`src/rtl/skel_pkg.sv`:
```
// Shared types and helpers for the Zhang-Suen thinning engine: FSM states,
// neighbour offsets (P2..P9 clockwise from north) and the deletion decision.
package skel_pkg;

  typedef enum logic [2:0] {
    ST_IDLE,
    ST_RD_CENTER,
    ST_RD_NBR,
    ST_EVAL,
    ST_DEL,
    ST_DEL_HOLD,
    ST_CHECK,
    ST_DONE
  } state_e;

  // Row/column offsets for P2=N, P3=NE, P4=E, P5=SE, P6=S, P7=SW, P8=W, P9=NW.
  localparam int NBR_DR [8] = '{-1, -1, 0, 1, 1, 1, 0, -1};
  localparam int NBR_DC [8] = '{ 0,  1, 1, 1, 0, -1, -1, -1};

  function automatic logic [3:0] zs_count_b(input logic [7:0] nbrs);
    logic [3:0] b;
    b = 4'd0;
    for (int i = 0; i < 8; i++) b = b + {3'b000, nbrs[i]};
    return b;
  endfunction

  // 0->1 transitions walking P2..P9 and wrapping back to P2.
  function automatic logic [3:0] zs_count_a(input logic [7:0] nbrs);
    logic [3:0] a;
    a = 4'd0;
    for (int i = 0; i < 8; i++) begin
      if (!nbrs[i] && nbrs[(i + 1) % 8]) a = a + 4'd1;
    end
    return a;
  endfunction

  // nbrs[0]=P2 ... nbrs[7]=P9; subiter 0 = first sub-iteration, 1 = second.
  function automatic logic zs_deletable(input logic [7:0] nbrs, input logic subiter);
    logic [3:0] b;
    logic [3:0] a;
    logic       p2, p4, p6, p8;
    logic       sub_ok;
    b  = zs_count_b(nbrs);
    a  = zs_count_a(nbrs);
    p2 = nbrs[0];
    p4 = nbrs[2];
    p6 = nbrs[4];
    p8 = nbrs[6];
    if (!subiter) sub_ok = !(p2 && p4 && p6) && !(p4 && p6 && p8);
    else          sub_ok = !(p2 && p4 && p8) && !(p2 && p6 && p8);
    return (b >= 4'd2) && (b <= 4'd6) && (a == 4'd1) && sub_ok;
  endfunction

endpackage

```
`src/rtl/zs_neighbour_eval.sv`:
```
// Combinational Zhang-Suen deletion decision for one captured 3x3 neighbourhood.
module zs_neighbour_eval
  import skel_pkg::*;
(
  input  logic [7:0] nbrs,
  input  logic       subiter,
  output logic       deletable
);

  assign deletable = zs_deletable(nbrs, subiter);

endmodule

```
`src/rtl/skeleton_thinning_engine.sv`:
```
// Iterative Zhang-Suen thinning controller driving a dual-port image RAM:
// scan-and-flag pass, then a delete sweep with each write held two cycles.
module skeleton_thinning_engine
  import skel_pkg::*;
#(
  parameter int N          = 8,
  parameter int bitSize    = 6,
  parameter int pixelWidth = 8
) (
  input  logic                  clk,
  input  logic                  rst_n,
  input  logic                  start,
  output logic                  busy,
  output logic                  done,
  output logic [7:0]            iter_count,
  output logic                  ram_we,
  output logic [bitSize:0]      ram_addr,
  output logic [pixelWidth-1:0] ram_wdata,
  output logic [bitSize:0]      ram_rd_addr,
  input  logic [pixelWidth-1:0] ram_rd_data,
  output state_e                dbg_state
);

  localparam int AW   = bitSize + 1;
  localparam int NPIX = N * N;
  localparam int PIW  = (NPIX > 1) ? $clog2(NPIX) : 1;
  localparam logic [AW-1:0] LAST_PIX = AW'(NPIX - 1);

  state_e            state, state_next;
  logic [AW-1:0]     p;
  logic [AW-1:0]     p_inc;
  logic [PIW-1:0]    pi;
  logic [2:0]        nbr_idx;
  logic [7:0]        nbrs;
  logic [NPIX-1:0]   flags;
  logic              sub_iter;
  logic              changed;
  logic              deletable;
  logic              last_pix;
  logic              nbr_in_img;
  logic [AW-1:0]     nbr_addr;
  int                cr, cc, nr, nc;
  logic              unused_rd_bits;

  assign pi        = p[PIW-1:0];
  assign last_pix  = (p == LAST_PIX);
  assign p_inc     = last_pix ? '0 : p + AW'(1);
  assign ram_wdata = '0;
  assign dbg_state = state;
  // Only bit 0 carries foreground; the rest of the RAM word is ignored.
  assign unused_rd_bits = ^ram_rd_data[pixelWidth-1:1];

  always_comb begin
    cr         = int'(p) / N;
    cc         = int'(p) % N;
    nr         = cr + NBR_DR[nbr_idx];
    nc         = cc + NBR_DC[nbr_idx];
    nbr_in_img = (nr >= 0) && (nr < N) && (nc >= 0) && (nc < N);
    nbr_addr   = AW'(nr * N + nc);
  end

  zs_neighbour_eval u_eval (
    .nbrs      (nbrs),
    .subiter   (sub_iter),
    .deletable (deletable)
  );

  always_ff @(posedge clk or negedge rst_n) begin
    if (!rst_n) state <= ST_IDLE;
    else        state <= state_next;
  end

  always_comb begin
    state_next  = state;
    busy        = (state != ST_IDLE) && (state != ST_DONE);
    done        = (state == ST_DONE);
    ram_we      = 1'b0;
    ram_addr    = '0;
    ram_rd_addr = '0;
    case (state)
      ST_IDLE: if (start) state_next = ST_RD_CENTER;
      ST_RD_CENTER: begin
        ram_rd_addr = p;
        if (ram_rd_data[0]) state_next = ST_RD_NBR;
        else if (last_pix)  state_next = ST_DEL;
      end
      ST_RD_NBR: begin
        ram_rd_addr = nbr_in_img ? nbr_addr : '0;
        if (nbr_idx == 3'd7) state_next = ST_EVAL;
      end
      ST_EVAL: state_next = last_pix ? ST_DEL : ST_RD_CENTER;
      ST_DEL: begin
        ram_addr = p;
        if (flags[pi]) begin
          ram_we     = 1'b1;
          state_next = ST_DEL_HOLD;
        end else if (last_pix) begin
          state_next = sub_iter ? ST_CHECK : ST_RD_CENTER;
        end
      end
      ST_DEL_HOLD: begin
        ram_we   = 1'b1;
        ram_addr = p;
        if (last_pix) state_next = sub_iter ? ST_CHECK : ST_RD_CENTER;
        else          state_next = ST_DEL;
      end
      ST_CHECK: state_next = changed ? ST_RD_CENTER : ST_DONE;
      ST_DONE:  state_next = ST_IDLE;
      default:  state_next = ST_IDLE;
    endcase
  end

  always_ff @(posedge clk or negedge rst_n) begin
    if (!rst_n) begin
      p          <= '0;
      nbr_idx    <= '0;
      nbrs       <= '0;
      flags      <= '0;
      sub_iter   <= 1'b0;
      changed    <= 1'b0;
      iter_count <= 8'd0;
    end else begin
      case (state)
        ST_IDLE: begin
          if (start) begin
            p          <= '0;
            nbr_idx    <= '0;
            sub_iter   <= 1'b0;
            changed    <= 1'b0;
            iter_count <= 8'd0;
          end
        end
        ST_RD_CENTER: begin
          nbr_idx <= '0;
          if (!ram_rd_data[0]) p <= p_inc;
        end
        ST_RD_NBR: begin
          nbrs[nbr_idx] <= nbr_in_img && ram_rd_data[0];
          nbr_idx       <= nbr_idx + 3'd1;
        end
        ST_EVAL: begin
          // Flags are only applied in the sweep, so the scan sees the old image.
          if (deletable) flags[pi] <= 1'b1;
          p <= p_inc;
        end
        ST_DEL: begin
          if (!flags[pi]) begin
            p <= p_inc;
            if (last_pix) sub_iter <= 1'b1;
          end
        end
        ST_DEL_HOLD: begin
          flags[pi] <= 1'b0;
          changed   <= 1'b1;
          p         <= p_inc;
          if (last_pix) sub_iter <= 1'b1;
        end
        ST_CHECK: begin
          if (iter_count != 8'hFF) iter_count <= iter_count + 8'd1;
          if (changed) begin
            changed  <= 1'b0;
            sub_iter <= 1'b0;
            p        <= '0;
          end
        end
        default: ;
      endcase
    end
  end

endmodule

```
`config.mk`:
```
export PLATFORM = sky130hd
export DESIGN_NAME = skeleton_thinning_engine
export DESIGN_NICKNAME = d
export VERILOG_FILES = /design/src/rtl/skel_pkg.sv /design/src/rtl/zs_neighbour_eval.sv /design/src/rtl/skeleton_thinning_engine.sv
export SDC_FILE = /design/constraint.sdc
export NUM_CORES = 1
export LEC_CHECK = 0
export ABC_AREA = 1
export BUFFER_PORTS_ARGS = -buffer_cell sky130_fd_sc_hd__buf_2
export CORE_MARGIN = 2
export CORE_UTILIZATION = 45
export DETAILED_ROUTE_END_ITERATION = 16
export PLACE_DENSITY_LB_ADDON = 0.05
export SLEW_MARGIN = 10
export SYNTH_ARGS = -nofsm -noshare
export SYNTH_HDL_FRONTEND = slang
export SYNTH_SLANG_ARGS = --single-unit
```
`constraint.sdc`:
```
create_clock -name clk -period 3.9 [get_ports clk]
set_input_delay 0.78 -clock clk [delete_from_list [all_inputs] [get_ports clk]]
set_output_delay 0.78 -clock clk [all_outputs]
set_load 0.03 [all_outputs]
```
# Yosys cells after proc, flatten, opt, wreduce, memory -nomap -nowiden
# Memories as Yosys holds them, arrays and structs flattened.
# Cells that the tools add are included.
# word_totals
romBits	512
inputBits	11
elab_cells	177
mem_count	2
register_bits	95
out_inout_bits	36
# op_classes
n_mux	55
bitwise_logic	4
magnitude_cmp	11
addsub	20
n_eq_ne	21
reduce_logical	56
# memory_table
name	words	word_bits	rd	rd_ports_with_merged_regs	wr	line	text
(name not given)	8	32	1	0	0	skeleton_thinning_engine.sv:57	nc = cc + NBR_DC[nbr_idx];
(name not given)	8	32	1	0	0	skeleton_thinning_engine.sv:56	nr = cr + NBR_DR[nbr_idx];
# ops
cell	n
$mux 32	4
$pmux 64 s2	1
$and 64x64->64	1
$ge 32x1->1 const B	2
$lt 32x5->1 const B	2
$mux 64	1
$not 64->64	1
$or 64x64->64	1
$mux 7	7
$pmux 7 s5	1
$mux 3	11
$add 4x32->32	1
$add 5x32->32	1
$mux 4	7
$logic_and 1x1->1	27
$add 4x1->4	6
$add 4x1->4 const B	6
$pmux 3 s8	1
$mux 8	2
$pmux 8 s2	1
$eq 3x3->1 const B	5
$ne 2x2->1 const B	7
$pmux 7 s2	1
$logic_not 1->1	12
other kinds (39)	58

# Longest topological paths before layout
# Gate-level depths: netlist of the first run.
# depth
word_depth	22
mapped_depth	30
ltp_nobuf	29

# Cells and area by module
# From an unflattened synthesis of the first run, not the netlist that was laid out.
# hier_totals
cells_unflattened	937
hier_area_um2	6809.0
# by_module_without_submodules
module	area_per_inst_um2	seq_area_each_um2	cells_per_inst	n_inst
skeleton_thinning_engine	6125.9	2377.3	823	1
zs_neighbour_eval	683.2	0.0	114	1

# Worst setup path after synthesis of the first run
# No wires, ideal clock.
# synth_timing
path_type	register -> register
start	register nbrs[0]
end	register (tool-made name)
required_ns	3.823
setup_slack_ns	-0.273
stages_incl_launch_ff	29
arrival_time_ns	4.096
setup_ns	0.077
path_buffers	1
synth_period_minus_slack_ns	4.173
path_cell_list	dfrtp_1 inv_1 ha_1 a21boi_0 ha_1 nand2_1 nand2_1 ha_1 or2_2 nand2_1 inv_1 ha_1 nand2_1 nand2_1 ha_1 or2_2 nand2_1 inv_1 ha_1 nand2_1 nand2_1 nand2_1 nand2_1 nor2_1 nand2_1 a21oi_4 buf_6 nand3_1 a21oi_1
# synth_rtl
item	line	text
start, declared	skeleton_thinning_engine.sv:34	logic [7:0] nbrs;
start signal, assigned by index	skeleton_thinning_engine.sv:138	nbrs[nbr_idx] <= nbr_in_img && ram_rd_data[0];

# Final worst setup path of the first run
# layout_timing
start	register nbr_idx[1]
end	output ram_rd_addr[3]
# layout_between
elab_chain_cells	11
elab_cells_between_ends	19
classes_between	add/sub: 3; order compare: 4; mux: 6; bitwise: 1; reduce/logical: 3; memory: 2
# layout_rtl
item	line	text
start, declared	skeleton_thinning_engine.sv:33	logic [2:0] nbr_idx;
start signal, assigned	skeleton_thinning_engine.sv:139	nbr_idx <= nbr_idx + 3'd1;
$not 3->4 (not written as such) (*)	skeleton_thinning_engine.sv:56, skeleton_thinning_engine.sv:57	
$mem_v2 8x32	n/a	
$mux 32 (not written as such) (2 in a row)	skeleton_thinning_engine.sv:56	
$add 5x32->32	skeleton_thinning_engine.sv:56	
$ge 32x1->1 or $lt 32x5->1 (tied branches)	skeleton_thinning_engine.sv:58	nbr_in_img = (nr >= 0) && (nr < N) && (nc >= 0) && (nc < N);
$logic_and 1x1->1 (3 in a row)	skeleton_thinning_engine.sv:58	
$mux 7 (*)	skeleton_thinning_engine.sv:88	ram_rd_addr = nbr_in_img ? nbr_addr : '0;
$pmux 7 s2 (*)	skeleton_thinning_engine.sv:80	case (state)
end, declared	skeleton_thinning_engine.sv:19	output logic [bitSize:0] ram_rd_addr,
# Mark *: on every way between the ends. The rest lies on a longest branch, timed or not. The select of a mux whose other input is x is not followed.

==> flow_summary.json, run 1 <==
{
  "drc": 0,
  "num-nets-final": 1182,
  "irDropWorstVdd_uv": 282,
  "arrival_ns": 3.46,
  "final_common_cell": "nor2_1",
  "avgSynthCellArea_sq_um": 7.08,
  "synth-seq-area-share": 0.329,
  "r2r.worst_path.cells": 29,
  "path_buf_inv": 5,
  "cp.required_ns": 3.12,
  "fill_cells": 1451,
  "final_cell_mix": "nor2_1, inv_1, nand2_1, dfrtp_1, buf_4",
  "p_per_area_nw_per_um2": 453,
  "finClkSkew_ns": 0.00862,
  "hold_buffers": 0,
  "grt_pass1_wl_microns": 32100,
  "final_cells": 1342,
  "finalSetupViolCount": 71,
  "p_leak_uw": 0.00413,
  "register_area_sq_um": 2380,
  "period_share": 1.09,
  "hold_class": "in -> async",
  "netlist_area_sq_um": 7230,
  "dp_cells": 1294,
  "cts_tree": "done",
  "drv_slew": 0,
  "initial_core_util": 0.458,
  "cap_violations": 0,
  "row_count": 46,
  "ys_top_cells_by_area": "dfrtp_1, inv_1, nor2_1, ha_1, nand2_1",
  "portBuffers": 31,
  "cts-root-buf": "clkbuf_16",
  "hold_viol_final": 0,
  "cts_buffers": 9,
  "grt_use_total": 0.237,
  "ioPinCount": 47,
  "clk_pin_slew_ns": 0.07,
  "ant_nets": 0,
  "grt-ovfl-total": 0,
  "dieArea_sq_um": 17100,
  "via_per_inst": 5.23,
  "cp_num_cells": 21,
  "drive_above_1_share": 0.332,
  "total_power_uw": 4460,
  "grt_max_degree": 68,
  "dr.pass1.iters": 5,
  "gp_congestion": 0.882,
  "ys_seq_elements": 95,
  "fin_ws_ns": -0.338,
  "synth.largest_area_cell": "dfrtp_1",
  "crit_family": "simple AND/OR/NAND/NOR gates",
  "drt_iter0_drc": 534,
  "ys_warn_count": 0,
  "grt_pass1_vias": 6346,
  "clk-insertion-delay-late_ns": 0.35,
  "totalWireLength_microns": 20700,
  "worstMarginPinSlew_ns": 0.761,
  "core_area_sq_um": 15800,
  "postSynthCellCount": 1021,
  "antenna_found_initial": 0,
  "slowest_delay_ns": 0.43,
  "violations": "setup timing",
  "vias": 7025,
  "rsz0062_at_grt": "true",
  "die-height_microns": 131,
  "endpoint_kind": "primary output",
  "clock_sinks": 95,
  "worstSetupPathType": "reg -> out",
  "hold_slack_ns": 0.410,
  "path_max_fanout": 7,
  "relSlewSlack": 0.492,
  "status": "finished with violations",
  "ctsLongestPathBuffers": 2,
  "multi_input_area_sq_um": 5050,
  "place_hpwl_microns": 13000,
  "h-tree-depth": 3,
  "synth_top_area_frac": 0.329,
  "setup_tns_ns": -12.81,
  "period_minus_slack_ns": 4.24,
  "max_freq_mhz": 236,
  "crit_chain": "ha_2 > nand2_4 > nand2_8 > ha_4 > nand2_2 > nand2_2 > a31oi_4 > inv_2 > nand2_1 > nand2_2 > buf_6 > nand2_4 > ha_4 > inv_1 > nand3_2 > nor4_2 > nand4_1 > nand3b_1 > buf_6 > o22ai_4 > buf_6",
  "area_growth_pct": 36.2,
  "wire_per_inst_microns": 15.4,
  "ys_types": 41,
  "cp_slowest_cell": "dfrtp_1",
  "diodes": 0,
  "start_kind": "register",
  "die_x_microns": 131
}
-- logic make-up after synthesis --
kind of cell,Yosys count,share of synthesized area
simple gates,493,0.306
fa+ha+maj,49,0.0921
flops,95,0.329
xor+xnor,10,0.0121
compound gates,162,0.126
buf+inv,211,0.134
other cells,1,0.000519
-- through the flow --
stage / area, sq um / util / setup slack, ns
after floorplan: 7300 / - / -0.154
after global placement: 7950 / 0.504 / -0.281
after detailed placement: 7950 / 0.504 / -0.336
after CTS: 8990 / 0.570 / -0.253
after global routing: 9840 / 0.624 / -0.525
final: 9840 / 0.624 / -0.338
-- synth_stat cells --
cell       instances
conb_1             1
nor2_4             1
a211oi_1           3
nor2_1           143
nand3_1           99
fa_1               7
o21ai_2            6
nor3_1            72
o21ai_0           28
o22ai_1           31
dfrtp_1           95
a21oi_1           85
or2_2              4
inv_4              1
nand2_4            1
nor2_2             1
clkinv_1           1
o2111ai_1          2
a21boi_0           1
xor2_1             9
nor4b_1            1
a221oi_1           1
nand4_1           12
buf_4             20
xnor2_1            1
a31oi_1            2
nand2_1          138
nand3_2            9
nand2_2            3
and3_1             4
buf_6             13
nand3b_1           1
o211ai_1           1
inv_1            147
a311oi_1           1
clkbuf_1          23
a21oi_4            1
inv_2              6
ha_1              42
nor4_1             3
or2_1              1
-- report_power, final --
| group | total [uW] | switching, uW | internal (uW) |
|---|---|---|---|
| combinational | 2370 | 1460 | 903 |
| clock | 952 | 390 | 561 |
| sequential | 1140 | 78.5 | 1060 |
-- per-layer routing --
metal  wire [microns]  track usage  up-vias
met3              753       0.0322       22
met4              292       0.0607        0
met1             9900        0.348     3326
met2             9730        0.371      128
li1                 -            -     3549
met5                0            0        -
-- cell type report --
type | instances | area share
multi-input cells | 722 | 0.513
flip-flops and latches | 95 | 0.241
repair buffers | 139 | 0.127
inverters | 155 | 0.0599
well taps | 216 | 0.0275
clock buffers | 12 | 0.0240
clock inverters | 3 | 0.00699
-- timing repair --
action | 4_1_cts | 5_1_grt
gates cloned | 4 | 3
pin swaps | 21 | 69
resized for setup | 106 | 164
buffers inserted | 22 | 10
setup endpoints to repair | 71 | 71
-- path summary, 6_finish.rpt --
| kind | start | endpoint | slack, ns |
|---|---|---|---|
| min in group clk | register | register | 0.51 |
| hold / removal | rst_n | async pin | 0.41 |
| setup / recovery | nbr_idx[1] | ram_rd_addr[3] | -0.34 |
| max in group asynchronous | rst_n | p[2] | 2.70 |
| hold reg to reg | register | register | 0.51 |
| setup reg to reg | nbrs[1] | register | -0.23 |
Note: power is estimated with default switching activity, not from simulation.
==> run 2, diff against run 1 <==
- CORE_MARGIN: 2 -> default
==> flow_summary.json, run 2 (synthesis gave the netlist of run 1 again) <==
{
  "status": "finished with violations",
  "violations": "setup timing",
  "finalSetupViolCount": 71,
  "initial_core_util": 0.469,
  "p_clk_frac": 0.191,
  "dieArea_sq_um": 16600,
  "grt_pass1_wl_microns": 32700,
  "place_hpwl_microns": 12900,
  "row_count": 45,
  "total_power_uw": 4430,
  "core_area_sq_um": 15400,
  "ant_nets": 0,
  "hold_buffers": 0,
  "ioPinCount": 47,
  "num-nets-final": 1191,
  "r2r.worst_path.cells": 31,
  "worstMarginPinSlew_ns": 0.880,
  "relSlewSlack": 0.413,
  "setup_tns_ns": -12.85,
  "area_growth_pct": 38.6,
  "vias": 7124,
  "highest_layer": "met4",
  "period_share": 1.08,
  "rrSetupSlack_ns": -0.25,
  "path_max_fanout": 7,
  "p_per_area_nw_per_um2": 442,
  "arrival_ns": 3.42,
  "intPower_uw": 2460,
  "diodes": 0,
  "hold_viol_final": 0,
  "dr.pass1.iters": 5,
  "fin_ws_ns": -0.301,
  "grt-ovfl-total": 0,
  "final_common_cell": "nor2_1",
  "finClkSkew_ns": 0.00868,
  "startpoint": "nbr_idx[0]",
  "rsz0062_at_grt": "true",
  "via_per_inst": 5.29,
  "die-height_microns": 129,
  "drt-met1-wl_microns": 10100,
  "max_freq_mhz": 238,
  "wire_per_inst_microns": 15.5,
  "clock_sinks": 95,
  "clk_pin_slew_ns": 0.07,
  "cap_violations": 0,
  "drive_above_1_share": 0.342,
  "cts_buffers": 9,
  "gp_congestion": 0.849,
  "h-tree-depth": 3,
  "drv_slew": 0,
  "endpoint_kind": "primary output",
  "p_leak_uw": 0.00416,
  "irDropWorstVdd_uv": 330,
  "cts_tree": "done",
  "start_kind": "register",
  "antenna_found_initial": 0,
  "pre_cts_ws_ns": -0.335,
  "cts-root-buf": "clkbuf_16",
  "wl_met3_microns": 770,
  "hold_class": "reg -> reg",
  "period_minus_slack_ns": 4.20,
  "drt_iter0_drc": 442,
  "reg2reg_from": "nbrs[1]",
  "grt_use_total": 0.247,
  "clk-insertion-delay-late_ns": 0.35,
  "totalWireLength_microns": 20900,
  "sw_frac_of_total": 0.445,
  "met2_length_microns": 9820,
  "ctsLongestPathBuffers": 2,
  "endpoint": "ram_rd_addr[2]",
  "grt_pass1_vias": 6487,
  "p_sw_uw": 1970,
  "final_cell_mix": "nor2_1, inv_1, nand2_1, dfrtp_1, buf_4",
  "die_x_microns": 129,
  "pwr-share-seq": 0.258,
  "grt_max_degree": 68,
  "drc": 0,
  "cp.required_ns": 3.12,
  "worstSetupPathType": "reg -> out",
  "p_comb_frac": 0.551,
  "portBuffers": 31
}
==> run 2: changes by cell type in the layout (fill, tap and decap cells not counted), moves of 3 or more <==
cell and change:
dfrtp_1 -3, nand2_4 +3, nand3_1 -3, nand3_4 +11, buf_4 +8, nand2_2 -3, dfrtp_2 +3, buf_12 +4
nand3_2 -8, buf_6 -4
==> run 2: repair_timing <==
| action | CTS | global route |
|---|---|---|
| setup endpoints to repair | 71 | 71 |
| pin swaps | 42 | 79 |
| buffers inserted | 22 | 14 |
| cloned | 3 | 4 |
| hold endpoints to repair | 0 | 0 |
| resized for setup | 98 | 169 |
==> run 2: final cells by class <==
type,count,area (sq um)
fillers,1375,5410
multi-input cells,722,5130
flip-flops and latches,95,2380
repair buffers,148,1380
inverters,155,589
well taps,211,264
clock buffers,10,229
clock inverters,6,43.8
==> run 2: worst min path at each step <==
stage	to	slack (ns)	cells past startpoint
detailed placement	register	0.50	2
global route	register	0.53	2
CTS	register	0.52	2
global placement	register	0.50	2
floorplan	async pin	0.48	0
finish	register	0.51	2
==> run 2: metal layers <==
layer	track usage	vias to the layer above
met5	0	-
met4	0.0505	0
met3	0.0328	19
met2	0.404	137
met1	0.350	3400
li1	-	3568
==> run 2: power by group through the flow <==
stage | Sequential [uW] | Combinational (uW) | Clock, uW
after detailed placement | 1150 | 1940 | 0
after global placement | 1150 | 1920 | 0
final | 1150 | 2440 | 846
after CTS | 1130 | 2230 | 868
after global routing | 1160 | 2700 | 897
after floorplan | 1210 | 1280 | 0
==> run 2: critical path: stages, from the launching register on <==
cell      delay [ns]
dfrtp_2         0.45
ha_4            0.19
nand2_4         0.08
nand2_4         0.08
buf_6           0.14
ha_4            0.27
a31oi_4         0.09
inv_2           0.08
nand2_2         0.06
nand2_4         0.08
inv_4           0.05
ha_4            0.25
nand4_1         0.11
nor4b_2         0.24
nand4_1         0.18
nand3b_1        0.23
buf_6           0.20
o22ai_4         0.13
buf_6           0.16
==> run 2: through the flow <==
stage | cell area, sq um | cells | hold WS [ns] | utilization
final | 10000 | 1347 | 0.511 | 0.650
after CTS | 8970 | 1330 | 0.517 | 0.582
after global placement | 7990 | 1289 | 0.500 | 0.518
after global routing | 10000 | 1347 | 0.532 | 0.650
after floorplan | 7300 | 1028 | 0.481 | -
after detailed placement | 7990 | 1289 | 0.501 | 0.518
